<file path="config.mk">
export PLATFORM = sky130hd
export DESIGN_NAME = rgb_contrast_pipe
export DESIGN_NICKNAME = d
export VERILOG_FILES = /design/src/rtl/rgb_contrast_pipe.sv
export SDC_FILE = /design/constraint.sdc
export NUM_CORES = 1
export LEC_CHECK = 0
export ABC_AREA = 1
export ABC_CLOCK_PERIOD_IN_PS = 8900
export BUFFER_PORTS_ARGS = -buffer_cell sky130_fd_sc_hd__buf_2
export CAP_MARGIN = 5
export CELL_PAD_IN_SITES_DETAIL_PLACEMENT = 0
export CELL_PAD_IN_SITES_GLOBAL_PLACEMENT = 1
export CORE_UTILIZATION = 51
export DETAILED_ROUTE_END_ITERATION = 8
export PLACE_DENSITY = 0.95
export SLEW_MARGIN = 20
export SYNTH_ARGS = -nofsm -noshare
export SYNTH_HDL_FRONTEND = slang
export SYNTH_SLANG_ARGS = --single-unit
</file>
<file path="constraint.sdc">
create_clock -name clk -period 8.9 [get_ports clk]
set_input_delay 1.78 -clock clk [delete_from_list [all_inputs] [get_ports clk]]
set_output_delay 1.78 -clock clk [all_outputs]
set_load 0.02 [all_outputs]
</file>
<file path="src/rtl/rgb_contrast_pipe.sv">
// rgb_contrast_pipe: 3-stage mid-point-centred contrast gain with rounding and saturation.
// Define CONTRAST_CLIP_STATS_EN to build the per-frame clipped-sample counter.
module rgb_contrast_pipe #(
  parameter int DATA_W     = 8,
  parameter int CHANNELS   = 3,
  parameter int LEVEL_W    = 4,
  parameter int STEP_SHIFT = 5
) (
  input  logic                         clk,
  input  logic                         rst,
  input  logic                         in_valid,
  input  logic                         in_sof,
  input  logic [CHANNELS*DATA_W-1:0]   in_data,
  input  logic [LEVEL_W-1:0]           contrast_level,
  input  logic                         bypass,
  output logic                         out_valid,
  output logic                         out_sof,
  output logic [CHANNELS*DATA_W-1:0]   out_data,
  output logic [15:0]                  clip_count
);
  localparam int GW  = DATA_W + 2;
  localparam int DW  = DATA_W + 1;
  localparam int PW  = DW + GW + 1;
  localparam int PXW = CHANNELS * DATA_W;
  localparam logic [GW-1:0] UNITY = GW'(2**DATA_W);
  localparam logic [GW-1:0] OFS   = GW'(2**(LEVEL_W-1+STEP_SHIFT));
  localparam logic [DW-1:0] MID_D = DW'(2**(DATA_W-1));
  localparam logic signed [PW-1:0] HALF = PW'(2**(DATA_W-1));
  logic [GW-1:0] gain_q, gain_d, gain_lvl, g1_q;
  logic byp_q, byp_d, b1_q, b2_q;
  logic [2:0] v_q, sof_q;
  logic [PXW-1:0] x1_q, x2_q, out_q, out_d;
  logic signed [DW-1:0] d1_q [CHANNELS];
  logic signed [DW-1:0] d1_d [CHANNELS];
  logic signed [PW-1:0] p2_q [CHANNELS];
  logic signed [PW-1:0] p2_d [CHANNELS];
  logic signed [PW-1:0] y [CHANNELS];
  logic [CHANNELS-1:0] neg, hi;
  // An accepted SOF pixel already uses the settings presented with it.
  always_comb begin
    gain_lvl = UNITY + (GW'(contrast_level) << STEP_SHIFT) - OFS;
    gain_d   = (in_valid && in_sof) ? gain_lvl : gain_q;
    byp_d    = (in_valid && in_sof) ? bypass : byp_q;
  end
  for (genvar c = 0; c < CHANNELS; c++) begin : g_ch
    assign d1_d[c] = {1'b0, in_data[c*DATA_W +: DATA_W]} - MID_D;
    assign p2_d[c] = PW'(d1_q[c]) * PW'($signed({1'b0, g1_q}));
    assign y[c]    = ((p2_q[c] + HALF) >>> DATA_W) + HALF;
    assign neg[c]  = y[c][PW-1];
    assign hi[c]   = !y[c][PW-1] && (y[c][PW-2:DATA_W] != '0);
    assign out_d[c*DATA_W +: DATA_W] = b2_q ? x2_q[c*DATA_W +: DATA_W] :
                                       neg[c] ? '0 : hi[c] ? '1 : y[c][DATA_W-1:0];
  end
  always_ff @(posedge clk or posedge rst) begin
    if (rst) begin
      gain_q <= UNITY;
      byp_q  <= 1'b0;
      v_q    <= '0;
      sof_q  <= '0;
      g1_q   <= UNITY;
      b1_q   <= 1'b0;
      b2_q   <= 1'b0;
      x1_q   <= '0;
      x2_q   <= '0;
      out_q  <= '0;
      d1_q   <= '{default: '0};
      p2_q   <= '{default: '0};
    end else begin
      gain_q <= gain_d;
      byp_q  <= byp_d;
      v_q    <= {v_q[1:0], in_valid};
      sof_q  <= {sof_q[1:0], in_valid & in_sof};
      g1_q   <= gain_d;
      b1_q   <= byp_d;
      b2_q   <= b1_q;
      x1_q   <= in_data;
      x2_q   <= x1_q;
      d1_q   <= d1_d;
      p2_q   <= p2_d;
      if (v_q[1]) out_q <= out_d;
    end
  end
  assign out_valid = v_q[2];
  assign out_sof   = sof_q[2];
  assign out_data  = out_q;
`ifdef CONTRAST_CLIP_STATS_EN
  logic [CHANNELS-1:0] clip;
  logic [16:0] sum;
  logic [15:0] acc_q, cc_q;
  assign clip = (neg | hi) & {CHANNELS{~b2_q}};
  assign sum  = {1'b0, acc_q} + 17'($countones(clip));
  always_ff @(posedge clk or posedge rst) begin
    if (rst) begin
      acc_q <= '0;
      cc_q  <= '0;
    end else if (v_q[1]) begin
      if (sof_q[1]) begin
        cc_q  <= acc_q;
        acc_q <= 16'($countones(clip));
      end else acc_q <= sum[16] ? '1 : sum[15:0];
    end
  end
  assign clip_count = cc_q;
`else
  assign clip_count = '0;
`endif
endmodule

</file>
==> reports/summary.txt <==
Synth Instances -> 1131
Yosys top cell area share -> 31.72%
Area Overhead vs Synth -> 11.41%
N_diodes -> 0
Top FF cell, synth -> dfrtp_1
Largest net degree at the start of global routing -> 71
Nets@finish -> 1430
CTS tree -> built
Count leader, synth -> nand2_1
Via density per instance -> 5.019
Antenna violations before repair -> 0
Postcts setup bufs -> 0
Ports -> 75
Number of synthesized register bits -> 126
ANT nets after route -> 0
Unrepaired setup endpoints after global routing -> no
Number of max-slew violations in the final report -> 0
Clock sinks -> 126
Sw Ratio -> 40.68%
Yosys warns -> 0
CTS root buffer -> clkbuf_16
Comb power frac -> 44.1%
Std-Cell Rows -> 50
Share of cells above drive strength 1 -> 10.22%
Crit Path Category -> register to register
Reg-to-Reg Start -> g1_q[7]
CTS buffer count -> 17
Drt pass-1 iters -> 5
Hold path startpoint -> sof_q[1]
Flop pwr share -> 29.6%
CP Capture Type -> register
First-pass GRT wire length -> 32.92 mm
Post_cts resized -> 0
Endpoints failing hold -> 0
Initial Util -> 52.37%
H-tree Lvls -> 4
Vias in the first global route -> 7320
Clock-pin transition on the worst setup and hold timing paths -> 0.06 ns
Gr usage total -> 21.13%
Die X -> 141.1 um
Die Area -> 0.01990 mm^2
Hold-fix buffers, CTS -> 0
Synth Cell Area -> 0.009862 mm^2
Cell variety after synth -> 40
Final setup vio count -> 0
CTS Buffer Depth -> 2
Critical path launch point -> g1_q[7]
Final instance count without filler cells -> 1463
Final WL -> 19.28 mm
Int Pwr -> 1649 uW
Max Fclk -> 0.1993 GHz
Initial DRC count -> 363
Post-route core utilization -> 58.35%
Pwr/cell area -> 253.0 mW/mm^2
GPL Wtd Cong -> 0.8314
Tmin final -> 5.017 ns
Post-synth top area cell -> dfrtp_1
Mean Syn Cell Area -> 8.720 um^2
NetSw -> 1131 uW
Max_cap viols -> 0
HPWL after DPL -> 14.88 mm
Cells after DPL -> 1431
Wire length per cell -> 13.18 um
CP arrival -> 5.33 ns
# DRC -> 0
Sequential share of the synthesized area -> 31.98%
Maximum vdd drop -> 0.1389 mV
HP Class -> register to register
Clk_skew -> 0.007607 ns
Rel. slew slack -> 34.42%
Setup Total Neg Slack -> 0 ns
Vias -> 7343
Clock share of power -> 26.3%
Most frequent cells after synthesis -> nand2_1, inv_1, ha_1
LEAKAGE -> 0.006143 uW
Grt total ovfl -> 0
Std-Cell Core Area -> 0.01883 mm^2
Tcrit/Tclk final -> 56.37%
Die Height -> 141.1 um
Max FO, Critical Path -> 28
Post-synth ARST share -> 100.0%
CP Launch Type -> register
Number of synthesized flops with an enable pin -> 0
Worst EP required -> 9.21 ns
# port buffers -> 58
Leading post-synthesis cells by cell area -> dfrtp_1, ha_1, fa_1
Clock Latency Late Sink -> 0.43 ns
Worst-margin pin slew -> 0.9837 ns
Status -> completed
==> power by group through the flow <==
stage	logic [uW]	clock network [uW]	registers, uW
CTS	1240	742	821
floorplan	961	0	815
finish	1230	732	822
detailed placement	1220	0	831
global placement	1190	0	829
global route	1430	766	842
==> per-layer routing <==
metal	GRT usage, %	vias to the layer above	wire [um]
met3	4.518	27	957
met1	26.23	3500	8477
met4	7.323	0	361
met2	36.35	180	9488
met5	0	-	0
li1	-	3636	-
==> area by class of cell <==
cell class | instances | area, um^2
Clock buffer | 21 | 470.5
Clock inverter | 11 | 156.4
Multi-Input combinational cell | 773 | 5777
Tap cell | 260 | 325.3
Fill cell | 1588 | 7844
Sequential cell | 126 | 3154
Timing Repair Buffer | 60 | 305.3
Inverter | 212 | 798.3
==> final timing paths <==
kind | end | slack [ns] | depth (start not counted)
worst max-delay path | p2_q[57] | 3.88 | 19
min in group asynchronous | x2_q[15] | 1.53 | 2
worst min register to register | sof_q[2] | 0.35 | 0
worst min-delay path | sof_q[2] | 0.35 | 0
max in group asynchronous | p2_q[17] | 6.15 | 3
worst max register to register | p2_q[57] | 3.88 | 19
==> cell usage in the layout (no fill, tap or decap), drive strengths merged <==
cell type	instances
bufinv	3
fa	54
a31oi	2
a21o	2
nand3b	4
and2b	1
nor3	7
conb	16
a21oi	78
o311ai	1
inv	213
o21bai	4
clkinv	4
clkbuf	21
nand4	10
nor4	1
a211oi	2
ha	153
xnor2	13
o21ai	20
buf	60
nand2	240
dfstp	1
and3	1
dfrtp	125
xor2	38
o2111ai	4
nor2	76
nand3	46
clkinvlp	3
==> critical path, stage by stage, from the launching register on <==
cell,delay (ns)
dfrtp_1,0.98
nand2_1,0.18
fa_1,0.44
inv_1,0.06
ha_1,0.21
inv_1,0.07
fa_1,0.43
fa_1,0.56
inv_1,0.05
ha_1,0.29
ha_1,0.24
fa_1,0.44
nand3_1,0.10
nand2_1,0.08
a21o_1,0.17
a21oi_1,0.19
inv_1,0.06
a21oi_1,0.11
o21ai_0,0.09
xor2_1,0.15
==> stage by stage <==
step	cell area [um^2]	power (uW)	hold slack (ns)	setup WS (ns)
after global routing	10990	3039	0.3560	3.458
final	10990	2780	0.3497	3.883
after floorplan	9918	1776	0.3312	3.766
after detailed placement	10360	2046	0.3364	3.888
after CTS	10990	2804	0.3504	3.857
after global placement	10360	2015	0.3322	4.004
==> flip-flops by register name, summed over array words and instances (netlist names) <==
signal	cells
v_q	3
p2_q	39
sof_q	3
b1_q	1
d1_q	17
out_data	24
b2_q	1
g1_q	4
x2_q	24
x1_q	10
==> kinds of logic (layout without fill, tap and decap cells) <==
logic type      Yosys count  after routing  share of synthesized area [%]
simple gates            386            386                          16.57
buf+inv                 247            304                          10.01
fa+ha+maj               207            207                          30.37
flops                   126            126                          31.98
compound gates          113            113                          6.343
xor+xnor                 51             51                          4.682
other cells               1             16                        0.03802
No activity file was read; power rests on OpenSTA's default activity.
